`config.mk`:
```
export PLATFORM = sky130hd
export DESIGN_NAME = pipelined_mux_tree
export DESIGN_NICKNAME = d
export VERILOG_FILES = /design/src/rtl/pipelined_mux_tree.sv
export SDC_FILE = /design/constraint.sdc
export NUM_CORES = 1
export LEC_CHECK = 0
export BUFFER_PORTS_ARGS = -buffer_cell sky130_fd_sc_hd__buf_2
export CORE_UTILIZATION = 42
export DETAILED_ROUTE_END_ITERATION = 16
export PLACE_DENSITY = 0.78
export RECOVER_POWER = 100
export SLEW_MARGIN = 20
export SYNTH_ARGS = -nofsm -noshare
export SYNTH_HDL_FRONTEND = slang
export SYNTH_SLANG_ARGS = --single-unit
```
`constraint.sdc`:
```
create_clock -name clk -period 1.46 [get_ports clk]
set_input_delay 0 -clock clk [delete_from_list [all_inputs] [get_ports clk]]
set_output_delay 0 -clock clk [all_outputs]
set_load 0.02 [all_outputs]
```
`src/rtl/pipelined_mux_tree.sv`:
```
// pipelined_mux_tree: N-to-1 word mux built from registered 4:1 levels with valid/ready flow control
module pipelined_mux_tree #(
  parameter int WIDTH = 16,
  parameter int NUM_IN = 16,
  localparam int LEVELS = $clog2(NUM_IN) / 2,
  localparam int SEL_W = 2 * LEVELS
) (
  input  logic                    clk,
  input  logic                    rst_n,
  input  logic [NUM_IN*WIDTH-1:0] in_data,
  input  logic [SEL_W-1:0]        in_sel,
  input  logic                    in_valid,
  output logic                    in_ready,
  output logic [WIDTH-1:0]        out_data,
  output logic [SEL_W-1:0]        out_sel,
  output logic                    out_valid,
  input  logic                    out_ready
);
  localparam int NODES = (NUM_IN - 1) / 3;
  function automatic int base(input int k);
    int b = 0;
    for (int j = 0; j < k; j++) b += NUM_IN >> (2 * j + 2);
    return b;
  endfunction
  logic [WIDTH-1:0] node_d [NODES];
  logic [WIDTH-1:0] node_q [NODES];
  logic [SEL_W-1:0] sel_d [LEVELS];
  logic [SEL_W-1:0] sel_q [LEVELS];
  logic [LEVELS-1:0] vld_d, vld_q, rdy;
  always_comb begin
    rdy = '0;
    rdy[LEVELS-1] = !vld_q[LEVELS-1] || out_ready;
    for (int k = LEVELS - 2; k >= 0; k--) rdy[k] = !vld_q[k] || rdy[k+1];
    node_d = node_q;
    sel_d = sel_q;
    vld_d = vld_q;
    if (rdy[0]) begin
      vld_d[0] = in_valid;
      if (in_valid) begin
        sel_d[0] = in_sel;
        for (int g = 0; g < NUM_IN / 4; g++)
          node_d[g] = in_data[(4 * g + int'(in_sel[1:0])) * WIDTH +: WIDTH];
      end
    end
    for (int k = 1; k < LEVELS; k++) begin
      if (rdy[k]) begin
        vld_d[k] = vld_q[k-1];
        if (vld_q[k-1]) begin
          sel_d[k] = sel_q[k-1];
          for (int g = 0; g < (NUM_IN >> (2 * k + 2)); g++)
            node_d[base(k) + g] = node_q[base(k - 1) + 4 * g + int'(sel_q[k-1][2*k +: 2])];
        end
      end
    end
  end
  always_ff @(posedge clk or negedge rst_n) begin
    if (!rst_n) begin
      vld_q <= '0;
      sel_q <= '{default: '0};
      node_q <= '{default: '0};
    end else begin
      vld_q <= vld_d;
      sel_q <= sel_d;
      node_q <= node_d;
    end
  end
  assign in_ready = rdy[0];
  assign out_valid = vld_q[LEVELS-1];
  assign out_data = node_q[NODES-1];
  assign out_sel = sel_q[LEVELS-1];
endmodule

```
# Word-level counts from Yosys, hierarchy flattened

Index checks and enable logic that the tools add are counted.

$add $sub $neg: 3
Multipliers: 0
Div/mod/pow operators: 0
Order comparisons: 1
Eq/ne operators: 0
Shift-type cells: 4
Muxes and demuxes: 3
Bitwise operators: 1
Reductions and logical operators: 6

Operators by type and width:

| cell                                                                    | count |
|---|---|
| 256-bit by 10-bit variable part select with 16-bit output               | 2 |
| 256-bit by 7-bit variable part select with 16-bit output                | 1 |
| 256-bit by 9-bit variable part select with 16-bit output                | 1 |
| 16-bit binary-select mux with 3-bit select                              | 1 |
| 32-bit by 4-bit >= comparator with 1-bit output (second input constant) | 1 |
| 16-bit two-way mux                                                      | 2 |
| 2-bit inverter with 32-bit output                                       | 1 |
| 4-bit by 2-bit adder with 5-bit output (first input constant)           | 2 |
| 3-bit by 2-bit adder with 4-bit output (first input constant)           | 1 |
| 2-bit AND reduction                                                     | 2 |
| 1-bit zero test                                                         | 2 |
| 1-bit logical OR                                                        | 2 |

Register bits: 90
Latch bits: 0
RAM bits: 0
ROM bits: 0
Bits of input ports: 264
Logic and storage cells: 27
Memories: 0

# Logic depth before layout (Yosys ltp)

Depth in word-level cells: 4
Mapped depth: 5
Depth with buffers taken out: 3

# Least setup slack after synthesis

No wires, ideal clock.

Path kind: register to register
Start: reg vld_q[1]
End: reg node_q[44] (netlist name)
Library setup time: 0.125 ns
Arrival: 1.652 ns
Data required time: 1.335 ns
Slack: -0.317 ns
Stages on the path, launching flop included: 6
Path buffers: 2
Path through: dfrtp_1 > nand3b_1 > nand2_1 > buf_2 > buf_4 > mux2_2

Cells in the longest elaborated chain, start to end: 4

Ends and longest elaborated chain:

| element                              | RTL line | text |
|---|---|---|
| start, declared                      | 29       | `logic [LEVELS-1:0] vld_d, vld_q, rdy;` |
| start signal, assigned               | 62       | `vld_q <= vld_d;` |
| 1-bit zero test                      | 32       | `rdy[LEVELS-1] = !vld_q[LEVELS-1] \|\| out_ready;` |
| 1-bit logical OR                     | 32       |  |
| 1-bit logical OR                     | 33       | `for (int k = LEVELS - 2; k >= 0; k--) rdy[k] = !vld_q[k] \|\| rdy[k+1];` |
| named net in_ready                   | 13       | `output logic in_ready,` |
| 2-bit AND reduction (no source line) | --       |  |
| end signal, assigned                 | 64       | `node_q <= node_d;` |
| end, declared                        | 26       | `logic [WIDTH-1:0] node_q [NODES];` |

The timed path passes the listed nets, and every way through them passes these cells.
A chain may end at the register's enable or synchronous reset.

# Worst setup path in the final report

Start: reg sel_q[6] (netlist name)
End: reg node_q (netlist bit out_data[1])

Cells in the longest elaborated chain, start to end: 4

Ends and longest elaborated chain:

| element                                                 | RTL line | text |
|---|---|---|
| start, declared                                         | 28       | `logic [SEL_W-1:0] sel_q [LEVELS];` |
| start signal, assigned                                  | 63       | `sel_q <= sel_d;` |
| 2-bit inverter with 32-bit output (implied by the code) | 51       | `node_d[base(k) + g] = node_q[base(k - 1) + 4 * g + int'(sel_q[k-1][2*k +: 2])];` |
| 16-bit binary-select mux with 3-bit select              | 51       |  |
| 16-bit two-way mux (implied by the code) (2 in a row)   | 51       |  |

No other way between the ends. The select of a mux whose other input is x is not followed.

==> reports/results.tsv <==
metric	value	unit
post-synth top area cell	dfrtp_1	
Setup Viol. Count Final	16	
RSZ-0062 raised after global routing	true	
max-cap violations	0	
CP Capture Type	flip-flop	
total gr overflow	0	
crit-path max FO	8	
CTS tree	built	
hold endpoint	node_q[38]	
DPL Wire Length	12.4	mm
Final Max Slew Viols	0	
antenna violations before repair	2	
post-synth top area share	41.4	%
synth warn	0	
drt first pass iters	4	
PnR worst setup slack	-0.0486	ns
clk slew on worst S/H paths	0.06	ns
Tmin final	1.51	ns
Core ar.	0.0126	mm2
hold crit path type	in2reg	
CP max-delay cell	mux4_2	
WHS	0.111	ns
layout cells sized above 1	79.2	%
Worst R2R End	out_data[1]	
GRT Util Overall	23.1	%
sequential element share of the synthesized area	41.4	%
kind of cell adding the most delay to the critical path	multiplexers	
first-pass GRT wire length	22.7	mm
reg-to-reg slack, setup	-0.05	ns
vias in the first global route	4376	
Layout area overhead	39.0	%
Worst Path Arrival	1.73	ns
Mapped Area	0.00544	mm2
row cnt	41	
final hold vios	0	
total power	8.67	mW
crit path kind	reg2reg	
DRT antenna net count	0	
worst-margin pin slew	0.633	ns
Reg2Reg Launch Point	sel_q[6]	
fin crit share	103	%
max incr delay on CP	0.51	ns
Cell Pwr Density	1150	mW/mm2
min-delay src	in_data[134]	
DRC	0	
Die Wd	116	um
clock root buffer	clkbuf_16	
clk sinks	90	
Reg2Reg Depth	3	
worst hold path cell count	3	
largest net degree at the start of global routing	55	
syn_nets	575	
failing checks	negative setup slack	
PortBufs	285	
Setup Skew	0.00585	ns
status	finished, violations left	
Synth Register Bits	90	
CP required	1.68	ns
syn_area_per_cell	17.5	um2
routability-driven placement congestion ratio	0.766	
post-DR wirelength/cell	20.6	um
CP Cell Sequence	buf_6 > mux4_2 > mux2_2	
Initial DRC Count	200	
static leakage	3.56	nW
crit start category	flip-flop	
Mapped Cells	311	
VDD IR max	0.000513	V
Vias	4114	
worst-case clock buffer depth	2	
Initial Util	43.1	%
Die ar.	0.0134	mm2
CTS Buf Count	9	
vias per cell	5.38	
WL final	15.8	mm
synth top area cells	dfrtp_1 (41%), mux4_2 (32%), mux2_2 (18%), buf_4 (3.0%), buf_6 (1.7%)	
worst skew pair latency	0.33	ns
H-Tree Depth	3	
# nets final	850	
I/O Pins	286	
CP bufs+invs	1	
Die H	116	um
library cells used by synthesis	13	
Highest Clock Rate	663	MHz
Slew headroom	57.8	%
-- kinds of logic (layout without fill, tap and decap cells) --
family	Yosys count	after routing	synth area share, %
AND/OR/NAND/NOR	6	6	0.621
multiplexers	168	168	51.4
flip-flops	90	90	41.4
buffers and inverters	47	327	6.55
other	0	2	0
-- worst reg2reg max path, stage by stage (launching register included) --
cell and delay, ns:
dfrtp_1 0.42, buf_6 0.19, mux4_2 0.51, mux2_2 0.27
-- cells in the final DEF (no fill, tap or decap) --
cell type | synthesis | layout
dfrtp_1 | 90 | 89
buf_8 | 0 | 1
dfrtp_2 | 0 | 1
clkbuf_1 | 6 | 24
nand2_1 | 2 | 1
mux2_4 | 0 | 48
clkbuf_4 | 0 | 2
clkbuf_8 | 3 | 3
diode_2 | 0 | 2
clkbuf_16 | 0 | 13
dlygate4sd3_1 | 0 | 4
dlymetal6s4s_1 | 0 | 1
nand2b_1 | 3 | 3
clkinv_2 | 0 | 1
nand2_4 | 0 | 1
mux4_2 | 78 | 80
buf_4 | 22 | 4
nand3b_1 | 1 | 1
mux2_2 | 88 | 40
buf_12 | 0 | 6
clkbuf_2 | 0 | 1
bufinv_16 | 0 | 1
buf_6 | 8 | 3
buf_2 | 6 | 263
-- repair_timing --
action / CTS / global route
pin swaps: 0 / 1
hold endpoints to repair: 94 / 0
hold buffers: 5 / 0
buffers inserted: 0 / 1
cloned: 0 / 4
endpoints found under the setup margin: 9 / 32
resized for setup: 2 / 29
-- through the flow --
stage | instances | util (%) | area [um2] | worst slack, ns | TNS [ns]
6_report | 765 | 60.0 | 7570 | -0.0486 | -0.467
5_1_grt | 764 | 59.9 | 7560 | -0.0988 | -2.57
3_3_place_gp | 737 | 55.9 | 7060 | -0.0154 | -0.0748
4_1_cts | 758 | 58.8 | 7420 | -0.0512 | -0.413
3_5_place_dp | 737 | 55.9 | 7060 | -0.0774 | -0.450
2_1_floorplan | 311 | - | 5550 | -0.108 | -5.02
-- cell type report --
| class | instances | area (um2) |
|---|---|---|
| Multi-Input combinational cell | 174 | 3010 |
| Sequential cell | 90 | 2250 |
| Tap cell | 172 | 215 |
| Clock inverter | 2 | 35.0 |
| Timing Repair Buffer | 311 | 1770 |
| Antenna cell | 2 | 5.00 |
| Fill cell | 991 | 5050 |
| Clock buffer | 14 | 274 |
-- routing by layer --
layer / vias to the layer above / part of all wire (%) / GRT usage, %
met1: 2063 / 40 / 29.1
met2: 220 / 51 / 38.9
li1: 1797 / - / -
met5: - / 0 / 0
met4: 0 / 2.9 / 10.5
met3: 34 / 6.3 / 4.29
-- synth_stat cells --
| cell type | number |
|---|---|
| nand2b_1 | 3 |
| clkbuf_8 | 3 |
| mux4_1 | 2 |
| buf_2 | 6 |
| buf_1 | 2 |
| nand2_1 | 2 |
| dfrtp_1 | 90 |
| mux4_2 | 78 |
| buf_6 | 8 |
| nand3b_1 | 1 |
| buf_4 | 22 |
| clkbuf_1 | 6 |
| mux2_2 | 88 |
-- worst max-delay path by stage --
| stage | end | slack, ns | startpoint | cells after the start |
|---|---|---|---|---|
| final | out_data[1] | -0.05 | sel_q[6] | 3 |
| after global routing | out_data[1] | -0.1 | sel_q[6] | 3 |
| after CTS | out_data[1] | -0.05 | sel_q[6] | 3 |
| after detailed placement | out_data[1] | -0.08 | sel_q[6] | 3 |
| after global placement | out_data[2] | -0.02 | sel_q[6] | 3 |
| after floorplan | node_q[44] | -0.11 | vld_q[1] | 5 |
-- flip-flops by register name, summed over array words and instances (netlist names) --
signal / cells
out_data: 16
node_q: 64
out_sel: 4
sel_q: 4
vld_q: 2
-- where the power goes --
part / switching, mW / internal [mW] / leakage (nW)
sequential: 0.425 / 3.10 / 1.05
combinational: 1.14 / 1.63 / 2.36
clock: 0.902 / 1.47 / 0.153
total: 2.47 / 6.19 / 3.56
No activity file was read; power rests on OpenSTA's default activity.
